[config.mk]
export PLATFORM = sky130hd
export DESIGN_NAME = anita3_l3_phi_coincidence
export DESIGN_NICKNAME = d
export VERILOG_FILES = /design/src/rtl/anita3_l3_phi_coincidence.sv
export SDC_FILE = /design/constraint.sdc
export NUM_CORES = 1
export LEC_CHECK = 0
export CORE_MARGIN = 2
export CORE_UTILIZATION = 35
export CTS_CLUSTER_SIZE = 14
export DETAILED_ROUTE_END_ITERATION = 7
export PLACE_DENSITY = 0.52
export SYNTH_ARGS = -nofsm -noshare
export SYNTH_HDL_FRONTEND = slang
export SYNTH_SLANG_ARGS = --single-unit
[constraint.sdc]
create_clock -name clk250_i -period 4.9 [get_ports clk250_i]
set_input_delay 1.225 -clock clk250_i [delete_from_list [all_inputs] [get_ports clk250_i]]
set_output_delay 1.225 -clock clk250_i [all_outputs]
set_load 0.01 [all_outputs]
[src/rtl/anita3_l3_phi_coincidence.sv]
// ANITA-3 L3 trigger: adjacent phi-sector coincidence per polarisation, with ack handshake and dead-time accounting.
// Define ANITA3_L3_HPOL_EN to build the H-pol path; otherwise only V-pol forms triggers.
module anita3_l3_phi_coincidence #(
    parameter int NUM_PHI = 16,
    parameter int WINDOW  = 4,
    parameter int HOLDOFF = 64
) (
    input  logic               clk250_i,
    input  logic               rst_n_i,
    input  logic [NUM_PHI-1:0] V_pol_phi_i,
    input  logic [NUM_PHI-1:0] H_pol_phi_i,
    input  logic               enable_i,
    input  logic               trig_ack_i,
    output logic               trig_o,
    output logic [1:0]         trig_pol_o,
    output logic [NUM_PHI-1:0] trig_phi_o,
    output logic               holdoff_o,
    output logic [15:0]        missed_o
);

    localparam logic [3:0] WIN  = 4'(WINDOW);
    localparam logic [7:0] HOLD = 8'(HOLDOFF);

    typedef enum logic [1:0] {S_IDLE, S_ARMED, S_PENDING, S_HOLDOFF} state_t;

    function automatic logic [3:0] stretch_next(input logic [3:0] cnt, input logic rise,
                                                input logic en);
        if (!en)          return 4'd0;
        if (rise)         return WIN;
        if (cnt != 4'd0)  return cnt - 4'd1;
        return 4'd0;
    endfunction

    function automatic logic [15:0] sat_inc(input logic [15:0] val);
        return (val == 16'hFFFF) ? val : val + 16'd1;
    endfunction

    // Reset release synchroniser; assertion stays asynchronous.
    logic rst_meta, rst_sync;
    always_ff @(posedge clk250_i or negedge rst_n_i) begin
        if (!rst_n_i) {rst_sync, rst_meta} <= 2'b00;
        else          {rst_sync, rst_meta} <= {rst_meta, 1'b1};
    end

    // V-pol: double register, edge detect, stretch, adjacent-pair coincidence.
    logic [NUM_PHI-1:0] v_q, v_qq, v_rise, v_s, v_coinc;
    logic [3:0]         v_cnt [NUM_PHI];

    assign v_rise = v_q & ~v_qq;

    always_ff @(posedge clk250_i or negedge rst_n_i) begin
        if (!rst_n_i) begin
            v_q     <= '0;
            v_qq    <= '0;
            v_coinc <= '0;
            for (int j = 0; j < NUM_PHI; j++) v_cnt[j] <= 4'd0;
        end else begin
            v_q     <= V_pol_phi_i;
            v_qq    <= v_q;
            v_coinc <= v_s & {v_s[0], v_s[NUM_PHI-1:1]};
            for (int j = 0; j < NUM_PHI; j++)
                v_cnt[j] <= stretch_next(v_cnt[j], v_rise[j], enable_i);
        end
    end

    always_comb begin
        v_s = '0;
        for (int j = 0; j < NUM_PHI; j++) v_s[j] = (v_cnt[j] != 4'd0);
    end

    logic [NUM_PHI-1:0] h_coinc;
`ifdef ANITA3_L3_HPOL_EN
    logic [NUM_PHI-1:0] h_q, h_qq, h_rise, h_s;
    logic [3:0]         h_cnt [NUM_PHI];

    assign h_rise = h_q & ~h_qq;

    always_ff @(posedge clk250_i or negedge rst_n_i) begin
        if (!rst_n_i) begin
            h_q     <= '0;
            h_qq    <= '0;
            h_coinc <= '0;
            for (int j = 0; j < NUM_PHI; j++) h_cnt[j] <= 4'd0;
        end else begin
            h_q     <= H_pol_phi_i;
            h_qq    <= h_q;
            h_coinc <= h_s & {h_s[0], h_s[NUM_PHI-1:1]};
            for (int j = 0; j < NUM_PHI; j++)
                h_cnt[j] <= stretch_next(h_cnt[j], h_rise[j], enable_i);
        end
    end

    always_comb begin
        h_s = '0;
        for (int j = 0; j < NUM_PHI; j++) h_s[j] = (h_cnt[j] != 4'd0);
    end
`else
    logic unused_hpol;
    assign unused_hpol = ^H_pol_phi_i;
    assign h_coinc     = '0;
`endif

    // Trigger FSM and dead-time bookkeeping.
    state_t     state, state_nxt;
    logic [7:0] hold_cnt, hold_cnt_nxt;
    logic       latch, any_coinc, any_coinc_d, coinc_rise;

    assign any_coinc  = (|v_coinc) | (|h_coinc);
    assign coinc_rise = any_coinc & ~any_coinc_d;

    always_comb begin
        state_nxt    = state;
        hold_cnt_nxt = hold_cnt;
        latch        = 1'b0;
        if (!rst_sync) begin
            state_nxt = S_IDLE;
        end else if (!enable_i) begin
            state_nxt = S_IDLE;
        end else begin
            case (state)
                S_IDLE:    state_nxt = S_ARMED;
                S_ARMED:   if (any_coinc) begin
                               state_nxt = S_PENDING;
                               latch     = 1'b1;
                           end
                S_PENDING: if (trig_ack_i) begin
                               state_nxt    = S_HOLDOFF;
                               hold_cnt_nxt = HOLD;
                           end
                S_HOLDOFF: if (hold_cnt == 8'd0) state_nxt = S_ARMED;
                           else hold_cnt_nxt = hold_cnt - 8'd1;
                default:   state_nxt = S_IDLE;
            endcase
        end
    end

    always_ff @(posedge clk250_i or negedge rst_n_i) begin
        if (!rst_n_i) begin
            state       <= S_IDLE;
            hold_cnt    <= 8'd0;
            any_coinc_d <= 1'b0;
            trig_phi_o  <= '0;
            trig_pol_o  <= 2'b00;
            missed_o    <= 16'd0;
        end else begin
            state       <= state_nxt;
            hold_cnt    <= hold_cnt_nxt;
            any_coinc_d <= any_coinc;
            if (latch) begin
                trig_phi_o <= v_coinc | h_coinc;
                trig_pol_o <= {|h_coinc, |v_coinc};
            end
            if (coinc_rise && (state == S_PENDING || state == S_HOLDOFF))
                missed_o <= sat_inc(missed_o);
        end
    end

    assign trig_o    = (state == S_PENDING);
    assign holdoff_o = (state == S_PENDING) || (state == S_HOLDOFF);

endmodule
**Yosys cells after proc, flatten, opt, wreduce, memory -nomap -nowiden**

Cells that the tools add are included.

- Bits in registers: 158
- Input bits: 36
- Word-level logic and storage cells: 259

- $add $sub $neg: 18
- Equal/unequal tests: 9
- Multiplexer cells: 174
- Bitwise logic cells: 6
- Reduce and logical (&&, ||, !) cells: 25

Operators by type and width:

| cell | count |
|---|---|
| $mux 4 | 81 |
| $mux 1 | 84 |
| $reduce_bool 4->1 | 16 |
| $sub 4x1->4 const B | 16 |
| $and 16x16->16 | 2 |
| $add 16x1->16 const B | 1 |
| $eq 16x16->1 const B | 1 |
| $mux 8 | 2 |
| $not 16->16 | 1 |
| $pmux 8 s2 | 1 |
| $reduce_or 16->1 | 1 |
| $ne 4x4->1 const B | 3 |
| $mux 2 | 5 |
| $logic_not 8->1 | 1 |
| $pmux 2 s4 | 1 |
| $sub 8x1->8 const B | 1 |
| $reduce_and 5->1 | 1 |
| $eq 2x2->1 const B | 2 |
| $ne 2x2->1 const B | 2 |
| $reduce_and 3->1 | 1 |
| $eq 2x1->1 const B | 1 |
| $logic_not 2->1 | 1 |
| $not 1->1 | 2 |
| $reduce_and 2->1 | 1 |
| 4 further kinds | 4 |

**Logic depth before layout (Yosys ltp)**

Gate-level depths: netlist of run 1.

- Word-level depth: 9
- Mapped depth: 7
- Mapped depth without buffers: 6

**Worst setup path before layout of run 1**

OpenSTA, ideal clock, no wires.

- Path kind: input port to flip-flop
- Start point: input enable_i
- End point: register trig_phi_o[10]
- Setup time: 125 ps
- Arrival time: 2530 ps
- Slack: 2245 ps
- Stages on the path: 7
- Path buffers: 4
- Cell sequence: clkbuf_1 -> and2_1 -> clkbuf_1 -> and3_1 -> buf_6 -> buf_12 -> mux2_4

- Cells in the longest elaborated chain, start to end: 2

Ends and longest elaborated chain:

| element | line | source |
|---|---|---|
| start, declared | 12 | `input logic enable_i,` |
| $mux 1 | 117 | `end else if (!enable_i) begin` |
| $mux 1 | 115 | `if (!rst_sync) begin` |
| end signal, assigned | 150 | `trig_phi_o <= v_coinc \| h_coinc;` |
| end, declared | 16 | `output logic [NUM_PHI-1:0] trig_phi_o,` |

No other way between the ends.
A chain may end at the register's enable or synchronous reset.

**Worst setup path after layout of run 1**

- Start point: register state[0]
- End point: output holdoff_o

- Cells in the longest elaborated chain, start to end: 2
- Elaborated cells between the ends (all ways): 3

Ends and longest elaborated chain:

| element | line | source |
|---|---|---|
| start, declared | 104 | `state_t state, state_nxt;` |
| start signal, assigned | 146 | `state <= state_nxt;` |
| $eq 2x2->1 | 159 | `assign holdoff_o = (state == S_PENDING) \|\| (state == S_HOLDOFF);` |
| $logic_or 1x1->1 (*) | 159 |  |
| end, declared | 17 | `output logic holdoff_o,` |

Mark *: on every way between the ends. The rest lies on a longest branch, timed or not.

==> flow_metrics.env, run 1 <==
export IMPL_arrival_ps=1980
export IMPL_final_nets=694
export IMPL_reg2regPathDepth=4
export IMPL_grt_pass1_wl_um=21000
export IMPL_critPathKind="reg -> out"
export IMPL_power_density_mw_per_mm2=546
export IMPL_synth_cell_area_sq_mm=0.00653
export IMPL_grt_pass1_vias=4352
export IMPL_max_cap_violations=0
export IMPL_yosysWarnings=0
export IMPL_syn_inst=569
export IMPL_path_max_fanout=10
export IMPL_yosysSeqAreaShare_pct=60.5
export IMPL_setup_viol=0
export IMPL_place_hpwl_um=8450
export IMPL_hold_viol=0
export IMPL_dieArea_sq_mm=0.0198
export IMPL_avgSynthCellArea_sq_um=11.5
export IMPL_die_w_um=141
export IMPL_rsz0062_at_grt="false"
export IMPL_ctsResizeCount=0
export IMPL_dieHeight_um=141
export IMPL_max_stage_delay_ps=480
export IMPL_power_leakage_nw=3.52
export IMPL_slew_limit_headroom_pct=32.1
export IMPL_grt_total_usage_pct=13.4
export IMPL_drt_first_pass_iters=4
export IMPL_yosysUniqueCellTypes=51
export IMPL_cts_tree="built"
export IMPL_synth_edf_count=0
export IMPL_antenna_found_initial=0
export IMPL_cts_root_buf="clkbuf_16"
export IMPL_holdPathStages=0
export IMPL_post_route_drc_count=0
export IMPL_cp_depth=3
export IMPL_cp_top_family="buffers and inverters"
export IMPL_postCtsHoldBufs=0
export IMPL_htreeDepth=4
export IMPL_place_gp_congestion=0.739
export IMPL_cts_buffers=17
export IMPL_clock_skew_ps=7.20
export IMPL_end_kind="output pin"
export IMPL_clock_latency_ps=420
export IMPL_fin_tns_setup_ps=0
export IMPL_status="finished, final reports clean"
export IMPL_grt_max_degree=94
export IMPL_dp_cells=845
export IMPL_yosys_register_bits=158
export IMPL_path_cells="ha_1 -> or2_2 -> clkdlybuf4s50_1"
export IMPL_synthArstFlopShare_pct=100
export IMPL_avgViaCountPerCell=4.86
export IMPL_ant_nets=0
export IMPL_fmax_mhz=312
export IMPL_critPathRequiredTime_ps=3670
export IMPL_drt_initial_drc_count=180
export IMPL_core_area_sq_mm=0.0181
export IMPL_num_vias=4240
export IMPL_worstMarginPinSlew_ps=1010
export IMPL_synthFlopType="dfrtp_1"
export IMPL_period_minus_slack_ps=3210
export IMPL_min_period_over_period_pct=65.5
export IMPL_final_cell_count_no_fill=872
export IMPL_syn_nets=628
export IMPL_hp_class="reg -> reg"
export IMPL_clk_pin_slew_worst_paths_ps=60
export IMPL_start_kind="flip-flop"
export IMPL_diodes=0
export IMPL_io_pins=72
export IMPL_overflow=0
export IMPL_crit_path_top_delay_cell="clkdlybuf4s50_1"
export IMPL_wl_per_cell_um=13.9
export IMPL_num_rows=49
export IMPL_postCtsSetupRepairBufs=0
export IMPL_vdd_ir_drop_max_uv=261
export IMPL_worst_path_buf_inv=1
export IMPL_drt_total_wl_um=12100
export IMPL_clock_sink_count=158
export IMPL_place_port_buffers=54
export IMPL_area_growth_pct=20.3
export IMPL_start_util_pct=36.0
export IMPL_clock_path_buffers=2
export IMPL_drive_above_1_share_pct=8.24
export IMPL_maxSlewViolCount=0
[where the power goes]
group	total, mW	switching (mW)	internal, mW
sequential	1.84	0.218	1.63
clock	1.19	0.480	0.706
combinational	1.26	0.625	0.637
[worst register-to-register path, cell delays in order (launching register included)]
cell     delay (ps)
dfrtp_1         370
or4_1           580
o41ai_1         930
nor4_1          200
xor2_1          190
[stage by stage]
step	hold slack, ps	cell area [sq um]	power, mW	setup WS [ps]	utilization, %
2_1_floorplan	331	6530	2.69	2250	-
5_1_grt	355	7860	4.61	1600	43.3
6_report	347	7860	4.29	1690	43.3
3_3_place_gp	334	7330	3.08	1840	40.4
3_5_place_dp	336	7330	3.14	1830	40.4
4_1_cts	350	7860	4.37	1650	43.3
[final timing paths]
path,from,end,slack (ps)
max,state[0],holdoff_o,1690
min,rst_meta,rst_sync,350
max reg2reg,v_coinc[2],missed_o[10],2500
min reg2reg,rst_meta,rst_sync,350
max in group asynchronous,rst_n_i,v_cnt[16],3160
min in group asynchronous,rst_n_i,hold_cnt[5],880
[layout make-up]
type                            count  area (sq um)
Sequential cell                   158          3950
Multi-Input combinational cell    343          2300
Tap cell                          229           287
Clock buffer                       19           453
Clock inverter                      8          71.3
Inverter                           57           214
Fill cell                        1665         10300
Timing Repair Buffer               58           584
[cells by family after synthesis]
logic type	after synthesis	share of synthesized area (%)
and+or+nand+nor	212	17.2
xor gates and xnor gates	30	4.02
muxes	22	4.23
DFF	158	60.5
AOI/OAI and AO/OA	54	5.17
other	2	0.115
buffers and inverters	68	4.33
adders and majority gates	23	4.41
[layout by cell type (no fill, tap or decap), drive strengths merged, types with 5 or more instances in the layout]
master         Yosys  layout
a21oi              7       7
a31oi             16      16
buf                4       5
clkbuf             7      19
clkdlybuf4s50      0      53
clkinv             1       7
dfrtp            158     158
ha                23      23
inv               56      56
mux2              18      18
nand2              8       8
nand2b            19      19
nand3              7       7
nand3b            17      17
nand4              8       8
nor2              88      88
nor3              20      20
nor3b             16      16
nor4               5       5
o21ai             18      18
or4                8       8
xnor2             25      25
xor2               5       5
[sequential cells by signal, indices dropped and copies added, names as in the netlist]
register / count
trig_pol_o: 1
v_q: 16
state: 2
any_coinc_d: 1
hold_cnt: 8
rst_sync: 1
v_qq: 16
v_coinc: 16
missed_o: 16
trig_phi_o: 16
v_cnt: 64
rst_meta: 1
[routing by layer]
layer / wire length (um) / global-route usage, %
met1: 5790 / 17.3
met5: 0 / 0
met2: 5710 / 21.3
met4: 250 / 6.00
met3: 359 / 3.40
[synthesized netlist by cell type (all sizes together), types with 4 or more instances]
cell type  count  share of area [%]
a21oi          7               0.54
a31oi         16                1.5
buf            4               0.65
clkbuf         7               0.40
dfrtp        158                 61
ha            23                4.4
inv           56                3.2
mux2          18                3.6
mux2i          4               0.61
nand2          8               0.46
nand2b        19                1.8
nand3          7               0.54
nand3b        17                2.0
nand4          8               0.77
nor2          88                5.1
nor3          20                1.5
nor3b         16                1.8
nor4           5               0.48
o21ai         18                1.4
or3            4               0.38
or4            8                1.0
xnor2         25                3.4
xor2           5               0.67
Power figures use the tool's default switching activity.
==> run 2: changes to the inputs <==
==> constraint.sdc (replaced) <==
create_clock -name clk250_i -period 3.09 [get_ports clk250_i]
set_input_delay 0.7725 -clock clk250_i [delete_from_list [all_inputs] [get_ports clk250_i]]
set_output_delay 0.7725 -clock clk250_i [all_outputs]
set_load 0.01 [all_outputs]
==> run 2 against run 1 <==
Compared with the run above: sequential power is 59% higher; first-iteration DRC count is 6.7% higher; clock power is 82% higher; count of clock-buffer cells in the layout is 1 higher; sequential share of layout area is 0.73 points lower; setup slack worse by 1400 ps; via count is 0.75% higher; design area is 1.5% higher; total power is 65% higher; worst hold slack worse by 84 ps; routed wire length is 3.0% higher; flip-flop and latch count stayed put; largest power group unchanged.
==> flow_metrics.env, run 2 (synthesis gave the netlist of run 1 again) <==
export IMPL_status="finished, final reports clean"
export IMPL_met1_usage_pct=17.4
export IMPL_num_rows=49
export IMPL_dp_cells=848
export IMPL_place_gp_congestion=0.724
export IMPL_cts_tree="built"
export IMPL_ctsResizeCount=0
export IMPL_drt_total_wl_um=12500
export IMPL_place_hpwl_um=8570
export IMPL_path_max_fanout=10
export IMPL_multi_input_area_sq_mm=0.00230
export IMPL_post_place_ws_ps=519
export IMPL_reg2regPathDepth=5
export IMPL_r2r_start="v_coinc[2]"
export IMPL_antenna_found_initial=0
export IMPL_clock_sink_count=158
export IMPL_cp_top_family="buffers and inverters"
export IMPL_largest_reg_flops=64
export IMPL_io_pins=72
export IMPL_ant_nets=0
export IMPL_rsz0062_at_grt="false"
export IMPL_cts_root_buf="clkbuf_16"
export IMPL_overflow=0
export IMPL_postCtsHoldBufs=0
export IMPL_fin_tns_setup_ps=0
export IMPL_fmax_mhz=363
export IMPL_clk_pin_slew_worst_paths_ps=60
export IMPL_max_cap_violations=0
export IMPL_setup_viol=0
export IMPL_drt_initial_drc_count=192
export IMPL_path_cells="ha_1 -> or2_2 -> clkdlybuf4s50_1"
export IMPL_grt_pass1_wl_um=21400
export IMPL_critPathKind="reg -> out"
export IMPL_start_util_pct=36.0
export IMPL_max_stage_delay_ps=470
export IMPL_regArea_sq_mm=0.00395
export IMPL_slew_limit_headroom_pct=45.6
export IMPL_die_w_um=141
export IMPL_start_kind="flip-flop"
export IMPL_worst_path_buf_inv=1
export IMPL_htreeDepth=4
export IMPL_r2r_slack_ps=730
export IMPL_area_growth_pct=22.1
export IMPL_final_nets=697
export IMPL_post_route_drc_count=0
export IMPL_core_area_sq_mm=0.0181
export IMPL_use_met3_pct=3.67
export IMPL_drt_first_pass_iters=4
export IMPL_clock_latency_ps=420
export IMPL_postCtsSetupRepairBufs=0
export IMPL_critPathRequiredTime_ps=2320
export IMPL_timing_final_ws_setup_ps=333
export IMPL_crit_path_top_delay_cell="clkdlybuf4s50_1"
export IMPL_whs_ps=264
export IMPL_dieHeight_um=141
export IMPL_power_density_mw_per_mm2=889
export IMPL_maxSlewViolCount=0
export IMPL_grt_max_degree=78
export IMPL_diodes=0
export IMPL_arrival_ps=1980
export IMPL_min_period_over_period_pct=89.2
export IMPL_power_leakage_nw=3.57
export IMPL_final_core_util_pct=43.9
export IMPL_regToRegEndpoint="trig_phi_o[10]"
export IMPL_grtUsageMet2_pct=22.7
export IMPL_hold_viol=0
export IMPL_hp_class="in -> async"
export IMPL_clock_skew_ps=9.11
export IMPL_top_register="v_cnt"
export IMPL_vdd_ir_drop_max_uv=443
export IMPL_period_minus_slack_ps=2760
export IMPL_cts_buffers=17
export IMPL_grt_pass1_vias=4395
export IMPL_final_cell_mix="dfrtp_1 (158), nor2_1 (88), inv_1 (56), clkdlybuf4s50_1 (53), xnor2_1 (25)"
export IMPL_avgViaCountPerCell=4.85
export IMPL_place_port_buffers=54
export IMPL_final_cell_count_no_fill=880
export IMPL_grt_busiest_layer="met2"
export IMPL_wl_per_cell_um=14.2
export IMPL_num_vias=4272
export IMPL_dieArea_sq_mm=0.0198
export IMPL_grt_total_usage_pct=13.7
export IMPL_drive_above_1_share_pct=9.37
export IMPL_clock_path_buffers=2
export IMPL_end_kind="output pin"
export IMPL_worstMarginPinSlew_ps=809
export IMPL_layout_commonest_cell="dfrtp_1"
export IMPL_fillers=1695
-- run 2: cell count changes in the layout (fill, tap and decap cells not counted) --
cell	change
clkinv_4	+3
bufinv_16	+1
clkbuf_8	+1
clkinvlp_4	+1
inv_8	+2
clkinv_2	-5
buf_4	+3
inv_6	+2
-- run 2: cell type report --
cell class / count / share of cell area, %
Clock buffer: 20 / 5.85
Clock inverter: 12 / 1.88
Inverter: 57 / 2.68
Multi-Input combinational cell: 343 / 28.8
Sequential cell: 158 / 49.6
Tap cell: 229 / 3.59
Timing Repair Buffer: 61 / 7.61
-- run 2: per-stage QoR --
step / instance area (sq um) / total power, mW
after CTS: 7970 / 7.19
final: 7970 / 7.09
after floorplan: 6530 / 4.27
after global routing: 7970 / 7.59
after global placement: 7360 / 4.88
after detailed placement: 7360 / 4.98
-- run 2: worst max-delay path by stage --
| stage | from | to | slack [ps] | cells after the start |
|---|---|---|---|---|
| 3_3_place_gp | enable_i | trig_phi_o[1] | 530 | 5 |
| 5_1_grt | state[0] | holdoff_o | 230 | 4 |
| 2_1_floorplan | v_coinc[1] | trig_phi_o[10] | 800 | 6 |
| 3_5_place_dp | enable_i | trig_phi_o[1] | 520 | 5 |
| 6_report | state[0] | holdoff_o | 330 | 3 |
| 4_1_cts | state[0] | holdoff_o | 300 | 3 |
-- run 2: metal layers --
layer | share of wire [%] | wire [um]
met5 | 0 | 0
met3 | 3.7 | 457
met1 | 47 | 5810
met4 | 1.3 | 167
met2 | 48 | 6050
-- run 2: power breakdown --
group / internal [mW] / switching, mW / leakage, nW
Sequential: 2.58 / 0.352 / 2.05
Clock: 1.28 / 0.889 / 0.297
Combinational: 1.01 / 0.987 / 1.22
